**src/rtl/async_gen_pkg.sv**
```systemverilog
// Shared types and helpers for the divided node clock / sequence generator.
package async_gen_pkg;

  // Sequencer states: node reset window, traffic window, drain window, finished.
  typedef enum logic [2:0] {
    IDLE,
    RST,
    SEND,
    COOL,
    DONE
  } gen_state_t;

  // Smallest period that still yields one low and one high cycle.
  localparam int MIN_PERIOD = 2;

  // LSB of per-node field idx inside a flat bus of width-wide fields.
  function automatic int field_lsb(input int idx, input int width);
    return idx * width;
  endfunction

endpackage

```
**src/rtl/async_clk_div.sv**
```systemverilog
// One node clock channel: phase-loaded wrapping counter, divided clock and
// rising-edge tick. Outputs are registered from the next counter value, so
// node_clk/node_tick line up with the counter value held in the same cycle.
module async_clk_div
  import async_gen_pkg::*;
#(
  parameter int CNT_W = 8
) (
  input  logic             clk,
  input  logic             reset,
  input  logic             load,
  input  logic             run,
  input  logic [CNT_W-1:0] period,
  input  logic [CNT_W-1:0] phase,
  output logic             node_clk,
  output logic             node_tick,
  output logic             phase_ok
);

  logic [CNT_W-1:0] p_eff;
  logic [CNT_W-1:0] half;
  logic [CNT_W-1:0] cnt;
  logic [CNT_W-1:0] cnt_nxt;

  // Periods below two cannot form a clock, so they are stretched to two.
  assign p_eff    = (period < CNT_W'(MIN_PERIOD)) ? CNT_W'(MIN_PERIOD) : period;
  assign half     = p_eff >> 1;
  assign phase_ok = (phase < p_eff);

  // Next counter value: phase load on start, wrap at p_eff-1 while running, else park at 0.
  always_comb begin
    cnt_nxt = '0;
    if (load) begin
      cnt_nxt = phase_ok ? phase : '0;
    end else if (run) begin
      cnt_nxt = (cnt >= p_eff - 1'b1) ? '0 : cnt + 1'b1;
    end
  end

  // Counter plus registered clock level and rising-edge tick.
  always_ff @(posedge clk) begin
    if (reset) begin
      cnt       <= '0;
      node_clk  <= 1'b0;
      node_tick <= 1'b0;
    end else begin
      cnt       <= cnt_nxt;
      node_clk  <= (cnt_nxt >= half);
      node_tick <= (cnt_nxt == half);
    end
  end

endmodule

```
**src/rtl/async_clk_en_gen.sv**
```systemverilog
// Multi-node clock enable generator: a reset/send/cooldown sequencer plus
// NUM_NODES independently programmable divided clocks that free-run while
// the sequence is active and park low in IDLE and DONE.
module async_clk_en_gen
  import async_gen_pkg::*;
#(
  parameter int NUM_NODES       = 9,
  parameter int CNT_W           = 8,
  parameter int CYC_W           = 32,
  parameter int RESET_CYCLES    = 30,
  parameter int SIM_CYCLES      = 10000,
  parameter int COOLDOWN_CYCLES = 10000
) (
  input  logic                       clk,
  input  logic                       reset,
  input  logic                       start,
  input  logic                       abort,
  input  logic [NUM_NODES*CNT_W-1:0] cfg_period,
  input  logic [NUM_NODES*CNT_W-1:0] cfg_phase,
  output logic [NUM_NODES-1:0]       node_clk,
  output logic [NUM_NODES-1:0]       node_tick,
  output logic                       node_reset,
  output logic                       send,
  output logic                       done,
  output logic                       cfg_err
);

  // Last cycle index of each window; a zero length still lasts one cycle.
  localparam logic [CYC_W-1:0] RST_LAST  =
    CYC_W'((RESET_CYCLES    == 0) ? 0 : RESET_CYCLES    - 1);
  localparam logic [CYC_W-1:0] SEND_LAST =
    CYC_W'((SIM_CYCLES      == 0) ? 0 : SIM_CYCLES      - 1);
  localparam logic [CYC_W-1:0] COOL_LAST =
    CYC_W'((COOLDOWN_CYCLES == 0) ? 0 : COOLDOWN_CYCLES - 1);

  gen_state_t                       state;
  logic [CYC_W-1:0]                 cyc;
  logic [NUM_NODES-1:0][CNT_W-1:0]  period_q;
  logic [NUM_NODES-1:0]             phase_ok;
  logic                             accept;
  logic                             run;
  logic                             last;

  // start only counts from a resting state and loses to abort.
  assign accept = start && !abort && ((state == IDLE) || (state == DONE));

  // Final cycle of the current timed window.
  always_comb begin
    last = 1'b0;
    case (state)
      RST:     last = (cyc == RST_LAST);
      SEND:    last = (cyc == SEND_LAST);
      COOL:    last = (cyc == COOL_LAST);
      default: last = 1'b0;
    endcase
  end

  // Node counters advance whenever the next state is RST, SEND or COOL.
  assign run = !abort &&
               ((state == RST) || (state == SEND) || ((state == COOL) && !last));

  // Sequencer with outputs registered alongside the state they describe.
  always_ff @(posedge clk) begin
    if (reset) begin
      state      <= IDLE;
      cyc        <= '0;
      node_reset <= 1'b1;
      send       <= 1'b0;
      done       <= 1'b0;
      cfg_err    <= 1'b0;
    end else if (abort) begin
      state      <= IDLE;
      cyc        <= '0;
      node_reset <= 1'b1;
      send       <= 1'b0;
      done       <= 1'b0;
    end else begin
      case (state)
        IDLE, DONE: begin
          if (start) begin
            state      <= RST;
            cyc        <= '0;
            node_reset <= 1'b1;
            send       <= 1'b0;
            done       <= 1'b0;
            cfg_err    <= ~&phase_ok;
          end
        end
        RST: begin
          if (last) begin
            state      <= SEND;
            cyc        <= '0;
            node_reset <= 1'b0;
            send       <= 1'b1;
          end else begin
            cyc <= cyc + 1'b1;
          end
        end
        SEND: begin
          if (last) begin
            state <= COOL;
            cyc   <= '0;
            send  <= 1'b0;
          end else begin
            cyc <= cyc + 1'b1;
          end
        end
        COOL: begin
          if (last) begin
            state <= DONE;
            cyc   <= '0;
            done  <= 1'b1;
          end else begin
            cyc <= cyc + 1'b1;
          end
        end
        default: state <= IDLE;
      endcase
    end
  end

  // Period snapshot taken on an accepted start. The flat bus and the packed
  // array share layout, so node i lands in period_q[i]. Phase is only needed
  // on the load cycle itself, so it is consumed directly and never stored.
  always_ff @(posedge clk) begin
    if (reset) begin
      period_q <= '0;
    end else if (accept) begin
      period_q <= cfg_period;
    end
  end

  for (genvar i = 0; i < NUM_NODES; i++) begin : g_node
    localparam int LSB = field_lsb(i, CNT_W);
    logic [CNT_W-1:0] period_sel;

    // On the load cycle the live period is what gets captured, so use it for
    // the phase check and the first clock level; afterwards use the snapshot.
    assign period_sel = accept ? cfg_period[LSB +: CNT_W] : period_q[i];

    async_clk_div #(
      .CNT_W(CNT_W)
    ) u_div (
      .clk      (clk),
      .reset    (reset),
      .load     (accept),
      .run      (run),
      .period   (period_sel),
      .phase    (cfg_phase[LSB +: CNT_W]),
      .node_clk (node_clk[i]),
      .node_tick(node_tick[i]),
      .phase_ok (phase_ok[i])
    );
  end

endmodule

```
**config.mk**
```make
export PLATFORM = sky130hd
export DESIGN_NAME = async_clk_en_gen
export DESIGN_NICKNAME = d
export VERILOG_FILES = /design/src/rtl/async_gen_pkg.sv /design/src/rtl/async_clk_div.sv /design/src/rtl/async_clk_en_gen.sv
export SDC_FILE = /design/constraint.sdc
export NUM_CORES = 1
export LEC_CHECK = 0
export BUFFER_PORTS_ARGS = -buffer_cell sky130_fd_sc_hd__buf_2
export CAP_MARGIN = 20
export CELL_PAD_IN_SITES_DETAIL_PLACEMENT = 0
export CELL_PAD_IN_SITES_GLOBAL_PLACEMENT = 1
export CORE_MARGIN = 3
export CORE_UTILIZATION = 45
export CTS_CLUSTER_DIAMETER = 50
export DETAILED_ROUTE_END_ITERATION = 8
export PLACE_DENSITY_LB_ADDON = 0.1
export SLEW_MARGIN = 20
export SYNTH_ARGS = -nofsm -noshare
export SYNTH_HDL_FRONTEND = slang
export SYNTH_SLANG_ARGS = --single-unit
```
**constraint.sdc**
```tcl
create_clock -name clk -period 7.2 [get_ports clk]
set_clock_uncertainty 0.05 [all_clocks]
set_input_delay 0.72 -clock clk [delete_from_list [all_inputs] [get_ports clk]]
set_output_delay 0.72 -clock clk [all_outputs]
set_load 0.01 [all_outputs]
```
---- Word-level counts from Yosys, hierarchy flattened ----
Index checks and enable logic that the tools add are counted.
word-level totals
  input bits .............................. 148
  bits in registers ....................... 201
  output and inout bits ................... 22
operators by class
  reduce and logical (&&, ||, !) cells .... 26
  eq/ne operators ......................... 19
  add/sub/neg operators ................... 19
  multiplexer cells ....................... 70
  $lt $le $gt $ge ......................... 36
  bitwise gates (word level) .............. 1
operator list
  cell                                                    count
  2-to-1 mux 8 bit                                        54
  adder 8 x 1 -> 8 bit (second input constant)            9
  equality test 8 x 7 -> 1 bit                            9
  greater-or-equal comparator 8 x 7 -> 1 bit              9
  greater-or-equal comparator 8 bit                       9
  < comparator 8 x 2 -> 1 bit (second input constant)     9
  < comparator 8 bit                                      9
  subtractor 8 x 1 -> 8 bit (second input constant)       9
  2-to-1 mux 32 bit                                       2
  case mux 32 bit (2 select lines)                        1
  adder 32 x 1 -> 32 bit (second input constant)          1
  equality test 32 x 14 -> 1 bit (second input constant)  1
  equality test 32 x 5 -> 1 bit (second input constant)   1
  2-to-1 mux 3 bit                                        4
  case mux 3 bit (4 select lines)                         1
  AND reduction 3 bit                                     3
  AND reduction 9 bit                                     1
  != test 2 bit (second input constant)                   4
  AND reduction 4 bit                                     2
  equality test 3 x 2 -> 1 bit (second input constant)    2
  case mux 1 bit (2 select lines)                         3
  nonzero test 2 bit                                      3
  OR reduction 2 bit                                      3
  logical AND 1 bit                                       4
  11 further kinds                                        18

---- Logic depth before layout (Yosys ltp) ----
Gate-level depths: netlist (run 1).
  depth in word-level cells ............... 12
  mapped depth ............................ 26
  depth with buffers taken out ............ 22

---- Modules after synthesis ----
Synthesis (run 1) repeated with hierarchy kept, for this count alone.
unflattened totals
  cells, all modules ...................... 1708
  area, all modules ....................... 15006.9 um^2
modules (own cells, without submodules)
  module                               area each (um^2)  cells each  times used
  async_clk_div (g_node[0].u_div ...)  1124.8            137         8
  async_clk_en_gen                     4810.9            473         1
  async_clk_div (g_node[6].u_div)      1197.4            139         1

---- Worst setup path before layout (run 1) ----
OpenSTA, ideal clock, no wires.
  path kind ............................... input port to flip-flop
  start ................................... in abort
  end ..................................... reg g_node[7].u_div.node_clk
  stages .................................. 25
  path buffers ............................ 4
  arrival time ............................ 5.609 ns
  setup slack ............................. 1.411 ns
  required time ........................... 7.020 ns
  setup time .............................. 0.130 ns
  path through ............................ or4b_2 buf_2 buf_2 mux2i_1 a41oi_1 a22oi_1 inv_1 ha_1 xor2_1 ha_1 nor2b_1 o2111ai_1 a31oi_1 or3_1 buf_4 buf_4 a2bb2oi_1 ha_1 nand2b_1 a21o_1 a21oi_1 o21ai_0 a31o_2 a22oi_1 o31ai_1
between the ends
  longest elaborated chain between the ends .. 12
RTL lines
  item                                            line                                            RTL
  start, declared                                 async_clk_en_gen.sv:17                          input logic abort,
  zero test 1 bit (*)                             async_clk_en_gen.sv:45, async_clk_en_gen.sv:59
  logical AND 1 bit (2 in series)                 async_clk_en_gen.sv:45                          assign accept = start && !abort && ((state == IDLE) || (state == DONE));
  2-to-1 mux 8 bit                                async_clk_en_gen.sv:139                         assign period_sel = accept ? cfg_period[LSB +: CNT_W] : period_q[i];
  < comparator 8 x 2 -> 1 bit                     async_clk_div.sv:26                             assign p_eff = (period < CNT_W'(MIN_PERIOD)) ? CNT_W'(MIN_PERIOD) : period;
  2-to-1 mux 8 bit                                async_clk_div.sv:26
  subtractor 8 x 1 -> 8 bit                       async_clk_div.sv:36                             cnt_nxt = (cnt >= p_eff - 1'b1) ? '0 : cnt + 1'b1;
  greater-or-equal comparator 8 bit               async_clk_div.sv:36
  2-to-1 mux 8 bit                                async_clk_div.sv:36
  2-to-1 mux 8 bit                                async_clk_div.sv:35                             end else if (run) begin
  2-to-1 mux 8 bit                                async_clk_div.sv:33                             if (load) begin
  greater-or-equal comparator 8 x 7 -> 1 bit (*)  async_clk_div.sv:48                             node_clk <= (cnt_nxt >= half);
  end signal, assigned                            async_clk_div.sv:48
  end, declared                                   async_clk_div.sv:15                             output logic node_clk,
Mark *: on every way between the ends. The rest lies on a longest branch, timed or not.
A chain may end at the register's enable or synchronous reset.

---- Worst setup path after layout (run 1) ----
  start ................................... reg state[0]
  end ..................................... reg g_node[7].u_div.node_clk
between the ends
  longest elaborated chain between the ends .. 12
RTL lines
  item                                                    line                     RTL
  start, declared                                         async_clk_en_gen.sv:36   gen_state_t state;
  start signal, assigned                                  async_clk_en_gen.sv:65   state <= IDLE;
  start signal, assigned                                  async_clk_en_gen.sv:72   state <= IDLE;
  start signal, assigned                                  async_clk_en_gen.sv:81   state <= RST;
  equality test 3 bit or zero test 3 bit (tied branches)  async_clk_en_gen.sv:45
  logical OR 1 bit                                        async_clk_en_gen.sv:45
  logical AND 1 bit                                       async_clk_en_gen.sv:45
  2-to-1 mux 8 bit                                        async_clk_en_gen.sv:139
  < comparator 8 x 2 -> 1 bit                             async_clk_div.sv:26
  2-to-1 mux 8 bit                                        async_clk_div.sv:26
  subtractor 8 x 1 -> 8 bit                               async_clk_div.sv:36
  greater-or-equal comparator 8 bit                       async_clk_div.sv:36
  2-to-1 mux 8 bit                                        async_clk_div.sv:36
  2-to-1 mux 8 bit                                        async_clk_div.sv:35
  2-to-1 mux 8 bit                                        async_clk_div.sv:33
  greater-or-equal comparator 8 x 7 -> 1 bit (*)          async_clk_div.sv:48
Marks and branches as above.

==> metrics, run 1 <==
Yosys cell types=75; RSZ-0062 raised after global routing=no; top sig layer=met5; Fill cells=3160; commonest cells after routing, fill and taps aside=217 x ha_1, 201 x dfxtp_1, 200 x nor2_1; post-synthesis sequential area ratio=26.6%; worst hold path endpoint=g_node[8].u_div.cnt[1]; Post-Route WL=43.7 mm; shortest period the worst path allows=6.13 ns; CTS tree=done; slew margin rel.=31.0%; hold_buf cts=0; worst vdd ir=145 µV; Gate Count Post-Synth=1820; Die Footprint=35900 µm²; CTS Sinks=201; max-cap violation count=0; Worst R2R Path Depth=22; Post-Route Utilization=53.0%; global-route wire length before repair=71.2 mm; drt drc=0; reg2reg start=state[0]; CP endpoint kind=register; Setup CP Type=register to register; final setup vio count=0; YS warnings=0; hold path start=cfg_phase[65]; Setup Fix Bufs, Post-CTS=0; Met2 Wirelength=19.5 mm; Final Cycle Share=85.1%; Hold Crit Depth=3; Longest Clk Path Bufs=3; met3 wire length=2.56 mm; Routed Antenna Nets=0; number of synthesized flops with an enable pin=0; Boundary Pins=170; prevailing post-synth register cell=dfxtp_1; port bufs=169; row count=66; WP data arrival=6.45 ns; die height=189 µm; CTS buffer count=34; pre-CTS setup slack=0.770 ns; most common cell after layout, fill and taps aside=ha_1; post-DP HPWL=33.7 mm; crit-path max FO=32; Pwr Total=0.00364 W; Core Area=32900 µm²; R2R setup slack=1.07 ns; power density over the cells=209 nW/µm²; setup_tns=0 ns; Starting Density=46.1%; Die Wd=189 µm; f_max=163 MHz; Worst EP required=7.52 ns; Worst Max-Slew Pin Slew=1.03 ns; Vias/cell=5.70; Net Count, Synth=2185; CP Launch Type=register; max-slew violations=0; clk slew on worst S/H paths=0.06 ns; DR pass1 iterations=5; total global routing overflow=0; Vias=13800; PostCTS Resize Cnt=0; WL met1=20.2 mm; share of cells above drive strength 1=13.8%; vias in the first global route=13700; Yosys reg bits=201; n_diodes=0; cell at the root of the clock tree=clkbuf_16; Hold Path Class=input port to register; initial antenna violation count=1; pin count of the biggest net entering global routing=67; final setup margin=1.07 ns; Critical R2R Capture=g_node[7].u_div.node_clk; Async SR Flop Fraction=0%; Syn Area/Cell=8.32 µm²; area grow syn2layout=15.0%; H-tree lvl count=2; clock latency on the worst-skew pair=0.51 ns; 1st-iter DRT viols=804; fin nets=2327; Tot GR Track Use=24.0%; Hold Violations, Final=0; Mapped Area=15100 µm²; Leak Pwr=7.66 nW; per-cell routed wire length=18.0 µm; GP Congestion=0.880; outcome=finished, final reports clean
## routing by layer
metal	global-route usage, %	vias to the layer above
met2	39.8	371
li1	-	6952
met3	4.52	95
met1	31.4	6420
met5	0	-
met4	7.93	2
## registers in the layout, summed over array words and instances (netlist names), 3 cells and up
signal / flops
g_node.u_div.cnt: 72
period_q: 72
cyc: 32
g_node.u_div.node_clk: 9
g_node.u_div.node_tick: 9
state: 3
## synthesized netlist by cell type, types with 10 or more instances
library cell | n | area (µm²)
a211oi_1 | 16 | 120
o31ai_1 | 53 | 398
nor2_1 | 200 | 751
nand3_1 | 76 | 380
a21oi_1 | 80 | 400
and3_1 | 21 | 131
ha_1 | 217 | 2720
and2_1 | 24 | 150
o21a_1 | 13 | 97.6
a22o_1 | 21 | 184
nor4_1 | 18 | 113
buf_2 | 10 | 50.1
a22oi_1 | 11 | 82.6
a2bb2oi_1 | 10 | 87.6
xor2_1 | 57 | 499
nor3_1 | 43 | 215
nand2b_1 | 25 | 156
xnor2_1 | 63 | 552
buf_4 | 29 | 218
nand2_1 | 176 | 661
inv_1 | 37 | 139
o21ai_0 | 81 | 405
dfxtp_1 | 201 | 4020
clkbuf_1 | 40 | 150
nor2b_1 | 11 | 68.8
nand4_1 | 35 | 219
mux2i_1 | 67 | 671
a21o_1 | 42 | 315
## worst max-delay path, stage by stage, from the launching register on
cell	delay [ns]
dfxtp_1	0.45
or4b_4	0.88
mux2i_1	0.56
a41oi_1	0.19
a22oi_1	0.37
inv_1	0.12
ha_1	0.26
nand3_1	0.10
xnor2_1	0.14
ha_1	0.26
and2_1	0.15
o21ai_0	0.14
a31oi_1	0.10
or3_1	0.56
a2bb2oi_1	0.22
ha_1	0.32
nand2b_1	0.15
a21o_1	0.17
a21oi_1	0.13
o21ai_0	0.13
a31o_2	0.26
a22oi_1	0.15
o31ai_1	0.09
## layout make-up
type / count / area (µm²) / share of cell area, %
Inverter: 37 / 139 / 0.797
Tap cell: 442 / 553 / 3.17
Sequential cell: 201 / 4020 / 23.1
Timing Repair Buffer: 191 / 1010 / 5.82
Clock inverter: 17 / 169 / 0.970
Clock buffer: 44 / 970 / 5.57
Multi-Input combinational cell: 1497 / 10600 / 60.6
## through the flow
stage	cell area (µm²)	hold slack, ns	std cells
6_report	17400	0.398	2429
5_1_grt	17400	0.397	2429
4_1_cts	17400	0.375	2429
3_5_place_dp	16300	0.416	2368
3_3_place_gp	16300	0.410	2368
2_1_floorplan	15100	0.396	1820
## power breakdown
part | internal, W | leakage (nW) | switching (W) | total (W)
Sequential | 0.00116 | 1.63 | 0.0000303 | 0.00119
Combinational | 0.000358 | 5.48 | 0.000479 | 0.000837
Clock | 0.00103 | 0.545 | 0.000590 | 0.00162
## cells by family (layout without fill, tap and decap cells)
family | count (synthesis) | after routing | synth area share (%)
mux | 69 | 69 | 4.58
xor+xnor | 120 | 120 | 6.94
compound gates | 418 | 418 | 19.1
fa+ha+maj | 217 | 217 | 17.9
flops | 201 | 201 | 26.6
buf+inv | 122 | 289 | 3.87
simple gates | 673 | 673 | 21.0
## worst max path at each step
stage              from                       end  slack, ns
3_3_place_gp      abort  g_node[7].u_div.node_clk       0.89
2_1_floorplan     abort  g_node[7].u_div.node_clk       1.41
5_1_grt        state[0]  g_node[7].u_div.node_clk       0.65
3_5_place_dp      abort  g_node[7].u_div.node_clk       0.77
6_report       state[0]  g_node[7].u_div.node_clk       1.07
4_1_cts        state[0]  g_node[7].u_div.node_clk       1.07
Note: power is estimated with default switching activity, not from simulation.
==> inputs of run 2 (changes only) <==
--- a/config.mk
+++ b/config.mk
@@ -5,14 +5,14 @@
 export SDC_FILE = /design/constraint.sdc
 export NUM_CORES = 1
 export LEC_CHECK = 0
-export BUFFER_PORTS_ARGS = -buffer_cell sky130_fd_sc_hd__buf_2
 export CAP_MARGIN = 20
 export CELL_PAD_IN_SITES_DETAIL_PLACEMENT = 0
 export CELL_PAD_IN_SITES_GLOBAL_PLACEMENT = 1
 export CORE_MARGIN = 3
-export CORE_UTILIZATION = 45
+export CORE_UTILIZATION = 49
 export CTS_CLUSTER_DIAMETER = 50
 export DETAILED_ROUTE_END_ITERATION = 8
+export DONT_BUFFER_PORTS = 1
 export PLACE_DENSITY_LB_ADDON = 0.1
 export SLEW_MARGIN = 20
 export SYNTH_ARGS = -nofsm -noshare
==> run 2 against run 1 <==
  * Critical path depth is 1 lower
  * Clock-buffer cell count is 1 lower
  * Final cell count is 9.4% lower
  * Maximum frequency is 1.2% lower
  * Clock power is 3% higher
  * Via count is 4.5% lower
  * Sequential power hardly changed
  * Critical endpoint unchanged
  * Core utilization is 1.9 points higher
  * Global-route usage is 1.1 points higher
  * Non-clock buffer count is 176 lower
  * Register-to-register slack worse by 0.07 ns
  * Largest power group unchanged
==> metrics, run 2 (synthesized netlist as in run 1, its figures left out) <==
DR pass1 iterations=5; critical path depth=21; Fill cells=2848; final setup vio count=0; slew margin rel.=33.1%; crit-path max FO=33; Vias/cell=6.01; Buffers & Inverters on Critical Path=1; outcome=finished, final reports clean; initial antenna violation count=1; Hold Violations, Final=0; Setup CP Type=register to register; cell at the root of the clock tree=clkbuf_16; max-slew violations=0; Critical R2R Capture=g_node[7].u_div.node_clk; hold path start=reset; die height=182 µm; post-DP HPWL=32.2 mm; CP endpoint kind=register; area of the multi-input gates=10600 µm²; Worst R2R Path Depth=21; Max stage delay cell, worst path=or4b_4; CTS buffer count=34; f_max=161 MHz; CTS Sinks=201; most common cell after layout, fill and taps aside=ha_1; Die Footprint=33100 µm²; clock latency on the worst-skew pair=0.52 ns; Die Wd=182 µm; reg2reg start=state[0]; area grow syn2layout=8.90%; Setup Fix Bufs, Post-CTS=0; hold_buf cts=0; Hold Path Class=input port to register; H-tree lvl count=2; Routed Antenna Nets=0; 1st-iter DRT viols=711; fin nets=2151; Hold Crit Depth=1; PostCTS Resize Cnt=0; drt drc=0; Starting Density=50.4%; Tot GR Track Use=25.0%; setup_tns=0 ns; CP delay by family, top=compound AO/OA/AOI/OAI gates; Core Area=30000 µm²; port bufs=0; max-cap violation count=0; worst vdd ir=173 µV; final setup margin=0.998 ns; CP Launch Type=register; worst hold path endpoint=g_node[5].u_div.cnt[0]; clk slew on worst S/H paths=0.05 ns; per-cell routed wire length=19.2 µm; global-route wire length before repair=68.9 mm; n_diodes=0; commonest cells after routing, fill and taps aside=217 x ha_1, 201 x dfxtp_1, 200 x nor2_1; Worst Max-Slew Pin Slew=0.978 ns; Post-Route WL=42.2 mm; Worst EP required=7.53 ns; Final Cycle Share=86.1%; Largest regs=g_node.u_div.cnt x72, period_q x72, cyc x32; total global routing overflow=0; pin count of the biggest net entering global routing=143; most used cell, CP=ha_1; Longest Clk Path Bufs=3; Leak Pwr=6.97 nW; worst path cell trace=or4b_4, mux2i_1, a41oi_1, a22oi_1, inv_1, ha_1, xor2_1, ha_1, nor2b_1, o2111ai_1, a31oi_1, or3_1, a2bb2oi_1, ha_1, nand2b_1, a21o_1, a21oi_1, o21ai_0, a31o_2, a22oi_1, o31ai_1; slowest cell delay on critical path=0.88 ns; power density over the cells=218 nW/µm²; Vias=13200; CTS tree=done; FF+latch area=4020 µm²; shortest period the worst path allows=6.20 ns; vias in the first global route=13200; row count=63; RSZ-0062 raised after global routing=no; GP Congestion=0.870; pre-CTS setup slack=0.852 ns; R2R setup slack=1.0 ns; WP data arrival=6.54 ns; Boundary Pins=170; share of cells above drive strength 1=5.36%
## run 2: changes by cell type in the layout (fill, tap and decap cells not counted), sizes merged
| cell | change |
|---|---|
| buf | -176 |
| clkbuf | -1 |
| clkinv | -1 |
| clkinvlp | -4 |
| inv | +6 |
## run 2: metal layers
layer  GRT usage [%]  wire (µm)
met1            32.9      18900
met2            40.5      18900
met3            6.13       3170
met4            8.01       1180
met5               0          0
## run 2: worst max path at each step
stage | start | endpoint | slack (ns)
2_1_floorplan | abort | g_node[7].u_div.node_clk | 1.41
3_3_place_gp | abort | g_node[7].u_div.node_clk | 0.93
3_5_place_dp | abort | g_node[7].u_div.node_clk | 0.85
4_1_cts | state[0] | g_node[7].u_div.node_clk | 1.04
5_1_grt | state[0] | g_node[7].u_div.node_clk | 0.52
6_report | state[0] | g_node[7].u_div.node_clk | 1.0
## run 2: worst reg2reg max path: cells and delay by family, from the launching register on
family / cells / cell delay (ns)
AOI/OAI and AO/OA: 11 / 1.99
and+or+nand+nor: 4 / 1.72
adders and majority gates: 3 / 0.90
muxes: 1 / 0.68
DFF: 1 / 0.45
xor gates and xnor gates: 1 / 0.18
buffers and inverters: 1 / 0.12
## run 2: metrics by stage
step | cells | utilization (%) | total power [W] | instance area, µm² | hold WS, ns
6_report | 2201 | 54.9 | 0.00359 | 16500 | 0.263
5_1_grt | 2201 | 54.9 | 0.00378 | 16500 | 0.245
4_1_cts | 2201 | 54.9 | 0.00363 | 16500 | 0.216
3_5_place_dp | 2140 | 51.0 | 0.00194 | 15300 | 0.417
3_3_place_gp | 2140 | 51.0 | 0.00193 | 15300 | 0.412
2_1_floorplan | 1820 | - | 0.00180 | 15100 | 0.396
## run 2: layout make-up
class,count,share of cell area (%)
Multi-Input combinational cell,1497,64.0
Clock buffer,43,5.87
Timing Repair Buffer,15,0.758
Sequential cell,201,24.4
Inverter,37,0.842
Clock inverter,18,1.23
Tap cell,390,2.96
## run 2: power breakdown
| group | switching [W] | total [W] | leakage, nW | internal (W) |
|---|---|---|---|---|
| logic | 0.000408 | 0.000729 | 4.76 | 0.000320 |
| clock network | 0.000619 | 0.00167 | 0.570 | 0.00105 |
| registers | 0.0000390 | 0.00119 | 1.63 | 0.00116 |
